===== src/rtl/mult_arb_pkg.sv =====
// Shared definitions for the mult32x32 requester arbiter.
//   OP_W        : operand width presented to the multiplier
//   PROD_W      : product width returned by the multiplier
//   MAX_NUM_REQ : largest supported requester count
//   IDX_W       : width of a requester index, sized for MAX_NUM_REQ
//   arb_state_t : arbiter FSM states
package mult_arb_pkg;

    localparam int unsigned OP_W        = 32;
    localparam int unsigned PROD_W      = 64;
    localparam int unsigned MAX_NUM_REQ = 8;
    localparam int unsigned IDX_W       = $clog2(MAX_NUM_REQ);

    typedef enum logic [1:0] {
        IDLE,
        ISSUE,
        WAIT,
        RESP
    } arb_state_t;

endpackage


===== src/rtl/mult32x32_arbiter_rr.sv =====
// Combinational round-robin picker.
//   req       : request vector, one bit per requester
//   ptr       : index of the most recently served requester
//   grant     : one-hot winner (all zero when nothing requests)
//   grant_idx : binary index of the winner
//   any_grant : high when some requester won
module rr_arbiter
    import mult_arb_pkg::*;
#(
    parameter int unsigned NUM_REQ = 2
) (
    input  logic [NUM_REQ-1:0] req,
    input  logic [IDX_W-1:0]   ptr,
    output logic [NUM_REQ-1:0] grant,
    output logic [IDX_W-1:0]   grant_idx,
    output logic               any_grant
);

    int unsigned p;

    // Search runs in two passes so the scan starts just after ptr and
    // wraps around: first the indices above ptr, then 0..ptr.
    always_comb begin
        grant     = '0;
        grant_idx = '0;
        any_grant = 1'b0;
        p         = 32'(ptr);
        for (int unsigned i = 0; i < NUM_REQ; i++) begin
            if (!any_grant && (i > p) && req[i]) begin
                grant[i]  = 1'b1;
                grant_idx = IDX_W'(i);
                any_grant = 1'b1;
            end
        end
        for (int unsigned i = 0; i < NUM_REQ; i++) begin
            if (!any_grant && (i <= p) && req[i]) begin
                grant[i]  = 1'b1;
                grant_idx = IDX_W'(i);
                any_grant = 1'b1;
            end
        end
    end

endmodule


===== src/rtl/mult32x32_arbiter.sv =====
// Round-robin front-end sharing one mult32x32 multiplier among NUM_REQ
// requesters. Accepts an operand pair from the winner, issues a start
// pulse, waits for the multiplier to drop busy, captures the product and
// returns it to the originating requester with a valid/ready handshake.
//   clk, reset_n          : clock, asynchronous active-low reset
//   req_valid/req_a/req_b : per-requester operand offers
//   req_ready             : one-hot accept pulse
//   rsp_valid/rsp_product : one-hot response valid, shared product
//   rsp_ready             : per-requester response consume
//   mult_start/mult_a/b   : multiplier command and held operands
//   mult_busy/mult_product: multiplier status and result
//   arb_busy              : arbiter not IDLE
//   ops_done              : completed-operation counter (wraps)
module mult32x32_arbiter
    import mult_arb_pkg::*;
#(
    parameter int unsigned NUM_REQ = 2,
    parameter int unsigned CNT_W   = 16
) (
    input  logic                          clk,
    input  logic                          reset_n,
    input  logic [NUM_REQ-1:0]            req_valid,
    input  logic [NUM_REQ-1:0][OP_W-1:0]  req_a,
    input  logic [NUM_REQ-1:0][OP_W-1:0]  req_b,
    output logic [NUM_REQ-1:0]            req_ready,
    output logic [NUM_REQ-1:0]            rsp_valid,
    output logic [PROD_W-1:0]             rsp_product,
    input  logic [NUM_REQ-1:0]            rsp_ready,
    output logic                          mult_start,
    output logic [OP_W-1:0]               mult_a,
    output logic [OP_W-1:0]               mult_b,
    input  logic                          mult_busy,
    input  logic [PROD_W-1:0]             mult_product,
    output logic                          arb_busy,
    output logic [CNT_W-1:0]              ops_done
);

    arb_state_t           state, state_nxt;
    logic [IDX_W-1:0]     ptr;
    logic [NUM_REQ-1:0]   owner;
    logic [IDX_W-1:0]     owner_idx;
    logic [NUM_REQ-1:0]   grant;
    logic [IDX_W-1:0]     grant_idx;
    logic                 any_grant;
    logic [OP_W-1:0]      sel_a, sel_b;
    logic                 take, capture, release_op, resp_ack;

    rr_arbiter #(.NUM_REQ(NUM_REQ)) u_rr (
        .req       (req_valid),
        .ptr       (ptr),
        .grant     (grant),
        .grant_idx (grant_idx),
        .any_grant (any_grant)
    );

    // One-hot operand mux avoids indexing the packed arrays with a
    // pointer whose width is sized for the maximum requester count.
    always_comb begin
        sel_a = '0;
        sel_b = '0;
        for (int unsigned i = 0; i < NUM_REQ; i++) begin
            if (grant[i]) begin
                sel_a = req_a[i];
                sel_b = req_b[i];
            end
        end
    end

    // Only the owner's rsp_ready counts; other requesters are ignored.
    assign resp_ack  = |(rsp_ready & owner);
    assign rsp_valid = (state == RESP) ? owner : '0;
    assign arb_busy  = (state != IDLE);

    always_comb begin
        state_nxt  = state;
        take       = 1'b0;
        capture    = 1'b0;
        release_op = 1'b0;
        mult_start = 1'b0;
        req_ready  = '0;
        case (state)
            IDLE: begin
                if (any_grant && !mult_busy) begin
                    take      = 1'b1;
                    // Gated by reset so req_ready reads 0 while held in reset.
                    req_ready = reset_n ? grant : '0;
                    state_nxt = ISSUE;
                end
            end
            ISSUE: begin
                mult_start = 1'b1;
                state_nxt  = WAIT;
            end
            WAIT: begin
                if (!mult_busy) begin
                    capture   = 1'b1;
                    state_nxt = RESP;
                end
            end
            RESP: begin
                if (resp_ack) begin
                    release_op = 1'b1;
                    state_nxt  = IDLE;
                end
            end
            default: state_nxt = IDLE;
        endcase
    end

    always_ff @(posedge clk or negedge reset_n) begin
        if (!reset_n) begin
            state       <= IDLE;
            // Pointer starts at the last index so requester 0 wins first.
            ptr         <= IDX_W'(NUM_REQ - 1);
            owner       <= '0;
            owner_idx   <= '0;
            mult_a      <= '0;
            mult_b      <= '0;
            rsp_product <= '0;
            ops_done    <= '0;
        end else begin
            state <= state_nxt;
            if (take) begin
                owner     <= grant;
                owner_idx <= grant_idx;
                mult_a    <= sel_a;
                mult_b    <= sel_b;
            end
            if (capture) begin
                rsp_product <= mult_product;
                ops_done    <= ops_done + CNT_W'(1);
            end
            // Pointer advances only once the response is consumed.
            if (release_op) begin
                ptr <= owner_idx;
            end
        end
    end

endmodule


===== config.mk =====
export PLATFORM = sky130hd
export DESIGN_NAME = mult32x32_arbiter
export DESIGN_NICKNAME = d
export VERILOG_FILES = /design/src/rtl/mult_arb_pkg.sv /design/src/rtl/mult32x32_arbiter_rr.sv /design/src/rtl/mult32x32_arbiter.sv
export SDC_FILE = /design/constraint.sdc
export NUM_CORES = 1
export LEC_CHECK = 0
export CORE_ASPECT_RATIO = 0.5
export CORE_MARGIN = 2
export CORE_UTILIZATION = 40
export CTS_CLUSTER_SIZE = 14
export DETAILED_ROUTE_END_ITERATION = 8
export PLACE_DENSITY = 0.83
export SLEW_MARGIN = 20
export SYNTH_ARGS = -nofsm -noshare
export SYNTH_HDL_FRONTEND = slang
export SYNTH_SLANG_ARGS = --single-unit

===== constraint.sdc =====
create_clock -name clk -period 3.9 [get_ports clk]
set_input_delay 1.17 -clock clk [delete_from_list [all_inputs] [get_ports clk]]
set_output_delay 1.17 -clock clk [all_outputs]
set_load 0.01 [all_outputs]

==> results of run 1 <==
-- sequential cells by signal, summed over array words and instances (netlist names) --
name         flops
rsp_product     64
ops_done        16
owner_idx        1
state            2
owner            1
ptr              1
mult_a          32
mult_b          32
-- worst max-delay path, cell delays in order --
cell             delay, ps
clkdlybuf4s50_1        440
nor2b_2                170
and3_4                 200
and2_1                 120
clkdlybuf4s50_1        580
-- per-layer routing --
| layer | track usage (%) | vias to the layer above | routed length [um] |
|---|---|---|---|
| li1 | - | 2652 | - |
| met3 | 4.964 | 50 | 1003 |
| met2 | 43.45 | 190 | 10590 |
| met4 | 10.22 | 0 | 669 |
| met1 | 31.73 | 2861 | 8676 |
| met5 | 0 | - | 0 |
-- per-stage QoR --
step / utilization [%] / TNS (ps) / setup WS [ps] / power (W)
2_1_floorplan: - / 0 / 730.0 / 0.003872
3_3_place_gp: 64.64 / -32.16 / -32.16 / 0.005667
3_5_place_dp: 64.64 / -30.28 / -30.28 / 0.005762
4_1_cts: 68.41 / 0 / 7.172 / 0.007440
5_1_grt: 68.46 / 0 / 13.73 / 0.007785
6_report: 68.46 / 0 / 49.99 / 0.007372
-- synth_stat cells, types with 6 or more instances --
master | count | area [um2]
buf_1 | 10 | 37.54
buf_2 | 7 | 35.03
and2_0 | 36 | 225.2
a221o_1 | 64 | 640.6
and2_1 | 33 | 206.5
clkbuf_1 | 11 | 41.29
xnor2_1 | 10 | 87.58
nand4_1 | 6 | 37.54
nand2_1 | 201 | 754.5
dfrtp_1 | 148 | 3704
-- cell families after synthesis --
group,count (synthesis),synth area share [%]
xor+xnor,15,2.119
fa+ha+maj,5,1.009
mux,1,0.1816
flops,149,60.16
buf+inv,40,3.290
simple gates,294,21.61
compound gates,74,11.62
-- power breakdown --
part / total (W) / switching (W) / internal (W)
Sequential: 0.00264 / 0.000425 / 0.00221
Combinational: 0.00310 / 0.00131 / 0.00179
Clock: 0.00164 / 0.000684 / 0.000951
-- layout by cell type, fill, tap and decap left out, types with 3 or more instances in the layout --
| master | Yosys | final |
|---|---|---|
| nand4_1 | 6 | 6 |
| buf_4 | 2 | 10 |
| ha_1 | 5 | 5 |
| a221o_1 | 64 | 64 |
| dfrtp_1 | 148 | 148 |
| inv_1 | 5 | 5 |
| inv_6 | 0 | 4 |
| and2_0 | 36 | 36 |
| clkinvlp_4 | 0 | 5 |
| xnor2_1 | 10 | 10 |
| clkbuf_16 | 0 | 17 |
| and2_1 | 33 | 33 |
| clkdlybuf4s50_1 | 0 | 345 |
| a21o_1 | 3 | 3 |
| and3_1 | 3 | 3 |
| xor2_1 | 5 | 5 |
| nand3_1 | 3 | 3 |
| nand2_1 | 201 | 201 |
-- path summary, 6_finish.rpt --
kind                              endpoint  depth (start not counted)
max in group asynchronous       mult_b[15]                          3
hold / removal             rsp_product[57]                          2
hold reg to reg            rsp_product[57]                          2
setup reg to reg                 mult_b[5]                          7
min in group asynchronous       mult_b[30]                          2
setup / recovery              req_ready[0]                          5
-- final cells by class --
type | count | area [um2]
clock inverter | 13 | 146.4
fill | 1151 | 4825
sequential | 149 | 3730
tap | 204 | 255.2
timing repair buffer | 360 | 3592
clock buffer | 19 | 432.9
multi-input combinational | 389 | 2295
inverter | 5 | 18.77
==> flow_summary.toml, run 1 <==
[status]
status = "finished clean"

[synth]
ys_seq_area_share_pct = 60.16
ys_ff_latch = 149
netlist_instances = 578
ys_types = 35
postSynthAreaPerCell_um2 = 10.73
synth_flop_cell = "dfrtp_1"
synth_async_sr_flop_share_pct = 100.0
yosys_warnings = 0
synth_nets = 782
synth_area_um2 = 6200
synth_edf_count = 0

[global_routing]
antenna_found_initial = 0
groute.usage.overall_pct = 25.29
grt_pass1_vias = 5993
grt_max_degree = 80
globalRouteOverflowTotal = 0
grt_pass1_wl_um = 32780

[critical_path]
cp-start-kind = "input port"
rr_startpoint = "state[0]"
path_class = "in -> out"
required_ps = 2730
regToRegSetupSlack_ps = 1770
arrival_ps = 2680
crit_start = "mult_busy"
worst-path-max-fanout = 3
endpoint_kind = "primary output"

[power_and_ir_drop]
power.density_nw_per_um2 = 704.1
vdd_ir_drop_max_mv = 0.3409
leakage_nw = 4.715

[placement]
place.gp.congestion = 0.8932
dp_hpwl_um = 14980
io_buffers = 348
place_area_um2 = 9886
placed_cells = 1107

[routing]
dr.pass1.iters = 5
drt_wl_total_um = 20940
dr_total_vias = 5753
drc_errors = 0
routedWlPerCell_um = 18.38
viasPerCell = 5.051
antenna_left = 0
drt_first_iter_violations = 386

[min_path]
hold_path.startpoint = "rsp_product[57]"
hold_class = "reg -> reg"

[cells_and_area]
drive_gt1_share_pct = 5.668
final_area_um2 = 10470
nets = 1126
stdcell_count = 1139
diodes = 0
areaGrowthSynthToFinish_pct = 68.88

[clock_tree]
clk_path_buf_depth = 2
cts.sinks = 149
cts_root_buf = "clkbuf_16"
cts_tree = "yes"
cts_htree_levels = 4
cts.hold.buffers_added = 0
ctsResizeCount = 1
worst_skew_pair.late_latency_ps = 410
post_cts_buffers = 0
clkSlewWorstSetupHoldPaths_ps = 60
cts-buffers-inserted = 17

[floorplan]
core_um2 = 15290
num_io_pins = 349
dieArea_um2 = 16570
die_w_um = 180.1
die_h_um = 92.03
rows = 32
start_util_pct = 40.54

[sta]
tightest_slew_ps = 740.5
setup-violations-final = 0
slew_viol_final = 0
hold_viol_final = 0
rsz0062_at_grt = "false"
hold_ws_ps = 470.8
period_needed_ps = 3850
clock_skew_ps = 13.59
slew-limit-headroom_pct = 50.64
finalCritPeriodShare_pct = 98.72
fmax_mhz = 259.7

[job]
maxCapViolCount = 0
(Power assumes the default switching activity.)
==> run 2, diff against run 1 <==
--- a/config.mk
+++ b/config.mk
@@ -11,7 +11,7 @@
 export CTS_CLUSTER_SIZE = 14
 export DETAILED_ROUTE_END_ITERATION = 8
 export PLACE_DENSITY = 0.83
-export SLEW_MARGIN = 20
+export SLEW_MARGIN = 40
 export SYNTH_ARGS = -nofsm -noshare
 export SYNTH_HDL_FRONTEND = slang
 export SYNTH_SLANG_ARGS = --single-unit
==> run 2 against run 1 <==
  * Die area unchanged
  * First-iteration DRC count decreased by 5.4%
  * Final area about the same
  * Sequential share of layout area about the same
  * Final cell count unchanged
  * Sequential cell count unchanged
  * Setup slack got worse by 2.2 ps
  * Critical path type unchanged
  * Largest cell class unchanged
==> flow_summary.toml, run 2 (same netlist as run 1, synthesis figures left out) <==
[floorplan]
dieArea_um2 = 16570
core_um2 = 15290
rows = 32
num_io_pins = 349
start_util_pct = 40.54
die_w_um = 180.1
die_h_um = 92.03

[cells_and_area]
top_regs = "rsp_product: 64 flops, mult_a: 32 flops, mult_b: 32 flops"
diodes = 0
nFillCells = 1173
multiInputGateArea_um2 = 2295
regMostFlops = "rsp_product"
mostFrequentLayoutCells = "345 x clkdlybuf4s50_1, 201 x nand2_1, 148 x dfrtp_1"
drive_gt1_share_pct = 5.668
nets = 1126
layout_commonest_cell = "clkdlybuf4s50_1"
final_area_um2 = 10470
largest_reg_flops = 64
stdcell_count = 1139
seq_area_um2 = 3730
final_util_pct = 68.43
areaGrowthSynthToFinish_pct = 68.82

[critical_path]
slowest_delay_ps = 590
arrival_ps = 2680
required_ps = 2730
cp_slowest_cell = "clkdlybuf4s50_1"
cp-start-kind = "input port"
crit_family = "buffers and inverters"
endpoint_kind = "primary output"
path_cells = "clkdlybuf4s50_1, nor2b_2, and3_4, and2_1, clkdlybuf4s50_1"
path_common_cell = "clkdlybuf4s50_1"
critPathBufInv = 2
worst-path-max-fanout = 3
path_class = "in -> out"

[power_and_ir_drop]
seqPwrFrac_pct = 35.9
switching_share_pct = 32.59
vdd_ir_drop_max_mv = 0.3564
power_switching_w = 0.002395
intPower_w = 0.004954
power_frac_comb_pct = 42.0
clkPwrFrac_pct = 22.1
power.density_nw_per_um2 = 702.2
leakage_nw = 4.708

[sta]
rsz0062_at_grt = "false"
period_needed_ps = 3852
tightest_slew_ps = 740.5
setup-violations-final = 0
clock_skew_ps = 14.69
fmax_mhz = 259.6
slew_viol_final = 0
slew-limit-headroom_pct = 50.63
finalCritPeriodShare_pct = 98.77
hold_viol_final = 0

[global_routing]
globalRouteOverflowTotal = 0
use_met1_pct = 31.54
groute.usage.overall_pct = 24.89
antenna_found_initial = 0
grt_pass1_vias = 5995
met3_usage_pct = 5.083
grt_pass1_wl_um = 32440
grt_max_degree = 80
grt_use_met2_pct = 42.34
grt-busiest-layer = "met2"

[placement]
dp_hpwl_um = 14920
place_area_um2 = 9889
place.gp.congestion = 0.8932
io_buffers = 348
placed_cells = 1107

[routing]
viasPerCell = 4.964
dr.pass1.iters = 5
routedWlPerCell_um = 17.98
drt_wl_total_um = 20480
drt_first_iter_violations = 365
dr_total_vias = 5654
drc_errors = 0
antenna_left = 0

[clock_tree]
post_cts_buffers = 0
cts_tree = "yes"
worst_skew_pair.late_latency_ps = 410
cts-buffers-inserted = 17
cts.sinks = 149
clk_path_buf_depth = 2
clkSlewWorstSetupHoldPaths_ps = 60
cts_htree_levels = 4
cts.hold.buffers_added = 0
cts_root_buf = "clkbuf_16"

[min_path]
hold_class = "reg -> reg"

[status]
status = "finished clean"

[job]
maxCapViolCount = 0
run 2: cell types whose count changed in the layout (fill, tap and decap cells not counted):
| cell | delta |
|---|---|
| dlygate4sd2_1 | +1 |
| dlymetal6s2s_1 | -1 |
run 2: layout make-up:
| type | instances | area share, % |
|---|---|---|
| multi-input cells | 389 | 21.92 |
| clock buffers | 19 | 4.136 |
| clock inverters | 13 | 1.399 |
| repair buffers | 360 | 34.29 |
| inverters | 5 | 0.1793 |
| well taps | 204 | 2.439 |
| flip-flops and latches | 149 | 35.64 |
run 2: routing by layer:
metal	share of wire (%)	up-vias	wire (um)
met5	0	-	0
met4	3.2	0	652
met3	4.9	48	1006
met2	51	183	10370
met1	41	2772	8448
li1	-	2651	-
run 2: timing repair:
action,CTS,global route
hold endpoints to repair,0,0
endpoints found under the setup margin,2,0
resized for setup,2,0
run 2: final timing paths:
check                                 from         endpoint  slack (ps)  cells past startpoint
max in group asynchronous          reset_n       mult_a[31]        1920                      3
setup / recovery                 mult_busy     req_ready[0]          50                      5
setup reg to reg                  state[0]       mult_a[15]        1770                      7
hold / removal             rsp_product[57]  rsp_product[57]         470                      2
hold reg to reg            rsp_product[57]  rsp_product[57]         470                      2
min in group asynchronous          reset_n     owner_idx[0]         770                      2
run 2: worst register-to-register path, delay by kind of cell, from the launching register on:
kind | cells | cell delay (ps)
compound gates | 2 | 450
buf+inv | 2 | 680
flops | 1 | 410
fa+ha+maj | 1 | 210
simple gates | 2 | 310
run 2: power by group through the flow:
stage                     Clock [W]  Sequential, W  Combinational (W)
after floorplan                   0        0.00288           0.000989
after global placement            0        0.00261            0.00306
after detailed placement          0        0.00264            0.00312
after CTS                   0.00166        0.00263            0.00313
after global routing        0.00173        0.00271            0.00334
final                       0.00162        0.00264            0.00309
run 2: stage by stage:
stage / worst slack, ps / total power, W / TNS, ps / hold WS (ps)
floorplan: 730.0 / 0.003872 / 0 / 464.5
global placement: -32.16 / 0.005667 / -32.16 / 457.2
detailed placement: -30.28 / 0.005762 / -30.28 / 462.4
CTS: 58.20 / 0.007428 / 0 / 477.8
global route: 13.76 / 0.007779 / 0 / 494.6
finish: 47.78 / 0.007349 / 0 / 470.6
==> run 3, diff against run 2 <==
--- a/config.mk
+++ b/config.mk
@@ -5,6 +5,7 @@
 export SDC_FILE = /design/constraint.sdc
 export NUM_CORES = 1
 export LEC_CHECK = 0
+export CAP_MARGIN = 15
 export CORE_ASPECT_RATIO = 0.5
 export CORE_MARGIN = 2
 export CORE_UTILIZATION = 40
==> results of run 3 <==
Same layout as run 2: the final DEF is identical, and so are final timing and power.
